## config.mk

```make
export PLATFORM = sky130hd
export DESIGN_NAME = addr_mode_sequencer
export DESIGN_NICKNAME = d
export VERILOG_FILES = /design/src/rtl/seq_pkg.sv /design/src/rtl/addr_mode_decode.sv /design/src/rtl/addr_mode_sequencer.sv
export SDC_FILE = /design/constraint.sdc
export NUM_CORES = 1
export LEC_CHECK = 0
export ABC_AREA = 0
export CAP_MARGIN = 20
export CELL_PAD_IN_SITES_DETAIL_PLACEMENT = 0
export CELL_PAD_IN_SITES_GLOBAL_PLACEMENT = 1
export CORE_MARGIN = 2
export CORE_UTILIZATION = 43
export DETAILED_ROUTE_END_ITERATION = 10
export DONT_BUFFER_PORTS = 1
export GPL_ROUTABILITY_DRIVEN = 0
export GPL_TIMING_DRIVEN = 0
export MAX_ROUTING_LAYER = met4
export PLACE_DENSITY = 0.72
export SYNTH_ARGS = -nofsm -noshare
export SYNTH_HDL_FRONTEND = slang
export SYNTH_HIERARCHICAL = 1
export SYNTH_SLANG_ARGS = --single-unit
```

## constraint.sdc

```tcl
create_clock -name clk -period 3.7 [get_ports clk]
set_clock_uncertainty 0.05 [all_clocks]
set_input_delay 0.555 -clock clk [delete_from_list [all_inputs] [get_ports clk]]
set_output_delay 0.555 -clock clk [all_outputs]
set_load 0.02 [all_outputs]
```

## src/rtl/seq_pkg.sv

```systemverilog
// seq_pkg: shared cycle-state encoding, addressing modes and per-mode addressing cycle counts
package seq_pkg;

    localparam logic [3:0] FETCH = 4'd0;
    localparam logic [3:0] A0    = 4'd1;
    localparam logic [3:0] A1    = 4'd2;
    localparam logic [3:0] A2    = 4'd3;
    localparam logic [3:0] A3    = 4'd4;
    localparam logic [3:0] E0    = 4'd5;
    localparam logic [3:0] E1    = 4'd6;
    localparam logic [3:0] E2    = 4'd7;
    localparam logic [3:0] E3    = 4'd8;

    typedef enum logic [3:0] {
        IMPLIED, IMM, ZPG, ZPG_X, ZPG_Y, ABS, ABS_X, ABS_Y, IND_X, IND_Y
    } addr_mode_t;

    // Base addressing cycles; ABS_X/ABS_Y may add one page-crossing cycle on top
    localparam logic [2:0] CYC_NONE    = 3'd0;
    localparam logic [2:0] CYC_ZPG     = 3'd1;
    localparam logic [2:0] CYC_ZPG_IDX = 3'd2;
    localparam logic [2:0] CYC_ABS     = 3'd2;
    localparam logic [2:0] CYC_ABS_IDX = 3'd2;
    localparam logic [2:0] CYC_IND     = 3'd4;

    function automatic logic [2:0] addr_cycles(input addr_mode_t m);
        return (m == ZPG) ? CYC_ZPG :
               (m == ZPG_X || m == ZPG_Y) ? CYC_ZPG_IDX :
               (m == ABS) ? CYC_ABS :
               (m == ABS_X || m == ABS_Y) ? CYC_ABS_IDX :
               (m == IND_X || m == IND_Y) ? CYC_IND : CYC_NONE;
    endfunction

endpackage

```

## src/rtl/addr_mode_decode.sv

```systemverilog
// addr_mode_decode: combinational opcode to addressing-mode decode
module addr_mode_decode
    import seq_pkg::*;
(
    input  logic [7:0] opcode,
    output addr_mode_t mode
);

    logic [1:0] cc;
    logic [2:0] bbb;
    logic       idx_y;

    assign cc    = opcode[1:0];
    assign bbb   = opcode[4:2];
    assign idx_y = (cc == 2'b10) && (opcode[7:6] == 2'b10);

    always_comb begin
        mode = IMPLIED;
        if (cc == 2'b01) begin
            case (bbb)
                3'b000:  mode = IND_X;
                3'b001:  mode = ZPG;
                3'b010:  mode = IMM;
                3'b011:  mode = ABS;
                3'b100:  mode = IND_Y;
                3'b101:  mode = ZPG_X;
                3'b110:  mode = ABS_Y;
                default: mode = ABS_X;
            endcase
        end else if (cc != 2'b11) begin
            case (bbb)
                3'b000:  mode = opcode[7] ? IMM : IMPLIED;
                3'b001:  mode = ZPG;
                3'b011:  mode = ABS;
                3'b101:  mode = idx_y ? ZPG_Y : ZPG_X;
                3'b111:  mode = idx_y ? ABS_Y : ABS_X;
                default: mode = IMPLIED;
            endcase
        end
    end

endmodule

```

## src/rtl/addr_mode_sequencer.sv

```systemverilog
// addr_mode_sequencer: steps FETCH / addressing / execute cycles and latches the opcode
module addr_mode_sequencer
    import seq_pkg::*;
#(
    parameter int         MAX_EXEC   = 4,
    parameter logic [7:0] NOP_OPCODE = 8'hEA
) (
    input  logic       clk,
    input  logic       nrst,
    input  logic       rdy,
    input  logic [7:0] opcode_in,
    input  logic       carry_in,
    input  logic       exec_done,
    output logic [3:0] state,
    output addr_mode_t addr_mode,
    output logic [7:0] ir,
    output logic       sync,
    output logic       carry_to_high_op,
    output logic       instr_done
);

    localparam logic [3:0] E_LAST = 4'(E0 + MAX_EXEC - 1);

    logic [7:0] decode_op;
    logic [3:0] next_state;
    logic [2:0] cyc_done;
    logic       in_addr, in_exec, last_exec, page_cycle;

    // Decode the bus directly in FETCH so the mode is valid in the same cycle the opcode arrives
    assign decode_op = (state == FETCH && nrst) ? opcode_in : ir;

    addr_mode_decode u_decode (
        .opcode(decode_op),
        .mode  (addr_mode)
    );

    always_comb begin
        in_addr    = (state >= A0) && (state <= A3);
        in_exec    = (state >= E0) && (state <= E_LAST);
        last_exec  = in_exec && (exec_done || state == E_LAST);
        cyc_done   = 3'(state - A0 + 4'd1);
        page_cycle = (addr_mode == ABS_X || addr_mode == ABS_Y) && (state == A1) &&
                     (carry_in || ir[7:5] == 3'b100);
        next_state = (state == FETCH) ? ((addr_mode == IMM || addr_mode == IMPLIED) ? E0 : A0) :
                     in_addr ? (page_cycle ? A2 :
                                (cyc_done >= addr_cycles(addr_mode)) ? E0 : state + 4'd1) :
                     in_exec ? (last_exec ? FETCH : state + 4'd1) : FETCH;
        instr_done = rdy && last_exec;
    end

    assign sync = (state == FETCH);

    always_ff @(posedge clk or negedge nrst) begin
        if (!nrst) begin
            state            <= FETCH;
            ir               <= NOP_OPCODE;
            carry_to_high_op <= 1'b0;
        end else if (rdy) begin
            state            <= next_state;
            ir               <= (state == FETCH) ? opcode_in : ir;
            carry_to_high_op <= (next_state == FETCH) ? 1'b0 :
                                (state == A1 && addr_mode == IND_Y) ? carry_in : carry_to_high_op;
        end
    end

endmodule

```

==> impl_metrics.json, run 1 <==
{
  "status": "finished with violations",
  "violations": "negative setup slack",
  "place_hpwl_um": 1990,
  "maxCapViolations": 0,
  "vias": 957,
  "arrival_ns": 3.93,
  "synth_nets": 139,
  "fin_area_sq_mm": 0.00154,
  "drive_gt1_frac": 0.538,
  "wire_per_inst_um": 16.4,
  "postSynthCellCount": 119,
  "setup_viol": 5,
  "cts_tree": "done",
  "fp.coreArea_sq_mm": 0.00273,
  "grt_max_degree": 11,
  "fin_ws_ns": -0.132,
  "ant_nets": 0,
  "final_util": 0.562,
  "insertion_delay_ns": 0.27,
  "cp_slowest_stage_delay_ns": 0.51,
  "cp-start-kind": "flop",
  "syn_to_final_growth_pct": 24.6,
  "hold_viol": 0,
  "synth_warnings": 6,
  "fin_crit_ns": 3.83,
  "maxSlewViolCount": 0,
  "h-tree-depth": 1,
  "path_class": "reg2reg",
  "worstPathRequired_ns": 3.80,
  "drcViolationCount": 0,
  "drt_iter0_markers": 15,
  "reg2reg_setup_slack_ns": -0.13,
  "port-buffer-count": 0,
  "antenna_found_initial": 0,
  "die_x_um": 57.5,
  "path_max_fanout": 7,
  "die_y_um": 57.5,
  "row_count": 19,
  "fin_nets": 153,
  "clk_path_buf_depth": 2,
  "max_clock_freq_mhz": 261,
  "rsz0062_at_grt": "true",
  "grt_pass1_wl_um": 4730,
  "first_global_vias": 1004,
  "drt-total-wl_um": 2670,
  "diodes": 0,
  "place_area_sq_mm": 0.00135,
  "fin_setup_tns_ns": -0.526,
  "worstMarginPinSlew_ns": 0.474,
  "peakVddDrop_v": 0.000759,
  "grt.total_usage": 0.185,
  "clk_pin_slew_ns": 0.08,
  "endpoint_kind": "flop",
  "finalCritPeriodShare": 1.04,
  "viasPerCell": 5.87,
  "maxSlewHeadroom": 0.684,
  "avgSynthCellArea_sq_um": 10.4,
  "p_per_area_mw_per_mm2": 1090,
  "syn-cell-area_sq_mm": 0.00123,
  "grt-ovfl-total": 0,
  "initial_utilization": 0.451,
  "first_pass_iters": 4,
  "hp-class": "in2async",
  "cp_slowest_cell": "dfrtp_2",
  "cts_root_buf": "clkbuf_4",
  "die_area_sq_mm": 0.00331,
  "crit_chain": "inv_2 > ha_4 > and3_4 > buf_8 > and2_4 > mux2_4 > buf_6 > nor2b_1 > a21oi_1 > o221a_4 > nor2b_4 > nor3b_4 > ha_1 > nor2b_2 > o21ai_4 > o21ai_2 > and3_1 > a31oi_1",
  "p_leak_uw": 0.000647,
  "cts_buffers": 3,
  "fin_hold_ws_ns": 0.0632,
  "pin_count": 32,
  "cts_sinks": 13
}
==> worst max-delay path, delay by kind of cell, from the launching register on <==
| family | cells | cell delay (ns) |
|---|---|---|
| AND/OR/NAND/NOR | 7 | 1.25 |
| AO/OA/AOI/OAI | 5 | 0.76 |
| flip-flops | 1 | 0.51 |
| adder cells (fa/ha/maj) | 2 | 0.41 |
| buffers and inverters | 3 | 0.39 |
| multiplexers | 1 | 0.33 |
==> sequential cells by signal (all words and copies together), names as in the netlist <==
name	flops
ir	8
carry_to_high_op	1
state	4
==> worst paths after layout <==
check | startpoint | to | depth (start not counted)
min in group clk | opcode_in[2] | ir[2]$_DFFE_PN0P_ | 1
hold / removal | nrst | ir[6]$_DFFE_PN1P_ | 0
setup reg to reg | state[1]$_DFFE_PN0P_ | carry_to_high_op$_DFFE_PN0P_ | 18
setup / recovery | state[1]$_DFFE_PN0P_ | carry_to_high_op$_DFFE_PN0P_ | 18
hold reg to reg | ir[3]$_DFFE_PN1P_ | ir[3]$_DFFE_PN1P_ | 1
max in group asynchronous | nrst | state[2]$_DFFE_PN0P_ | 1
==> cell type report <==
class	count	area [sq um]
plain buffers	5	52.6
clock buffers	4	26.3
fillers	229	1200
inverters	7	31.3
multi-input cells	93	970
flip-flops and latches	13	335
well taps	31	38.8
repair buffers	10	81.3
==> metal layers <==
layer	vias to the layer above	track usage	routed length (um)	share of wire
li1	465	-	-	-
met1	463	0.274	1290	0.48
met2	27	0.260	1240	0.46
met3	2	0.0363	128	0.048
met4	0	0.0399	15	0.0056
met5	-	-	0	0
==> cells in the final DEF (no fill, tap or decap), types with 2 or more instances in the layout <==
cell type,n
a2111oi_0,2
a21oi_1,6
a21oi_2,2
a31oi_1,2
and2_4,2
and2b_1,2
buf_4,8
buf_6,4
clkbuf_1,2
clkbuf_4,3
dfrtp_1,5
dfrtp_2,3
dfstp_2,5
ha_1,4
ha_4,3
inv_1,3
inv_2,2
inv_4,2
mux2_4,15
mux2i_1,3
nand2_1,3
nor2_1,4
nor2b_1,3
nor3_1,2
nor3b_2,2
o21ai_1,2
o2bb2ai_1,2
==> metrics by stage <==
step / std cells / power, uW / setup slack [ns]
2_1_floorplan: 119 / 1190 / -0.00870
3_3_place_gp: 150 / 1330 / -0.285
3_5_place_dp: 150 / 1340 / -0.328
4_1_cts: 162 / 1590 / -0.181
5_1_grt: 163 / 1810 / -0.323
6_report: 163 / 1680 / -0.132
==> where the power goes <==
part | leakage [uW] | internal [uW] | switching [uW]
combinational | 0.000483 | 615 | 586
sequential | 0.000149 | 231 | 158
clock | 0.0000150 | 41.7 | 45.0
total | 0.000647 | 888 | 788
==> what timing repair did <==
action | 4_1_cts | 5_1_grt
gates resized for setup | 10 | 12
pin swaps | 12 | 11
hold buffers | 1 | 0
cloned | 0 | 0
buffers inserted | 8 | 1
endpoints found under the setup margin | 5 | 5
endpoints found under the hold margin | 8 | 0
No activity file was read; power rests on OpenSTA's default activity.
==> inputs of run 2 (changes only) <==
- CAP_MARGIN: 20 -> 0
==> results of run 2 <==
No change in the layout: final DEF, timing and power equal those of run 1.
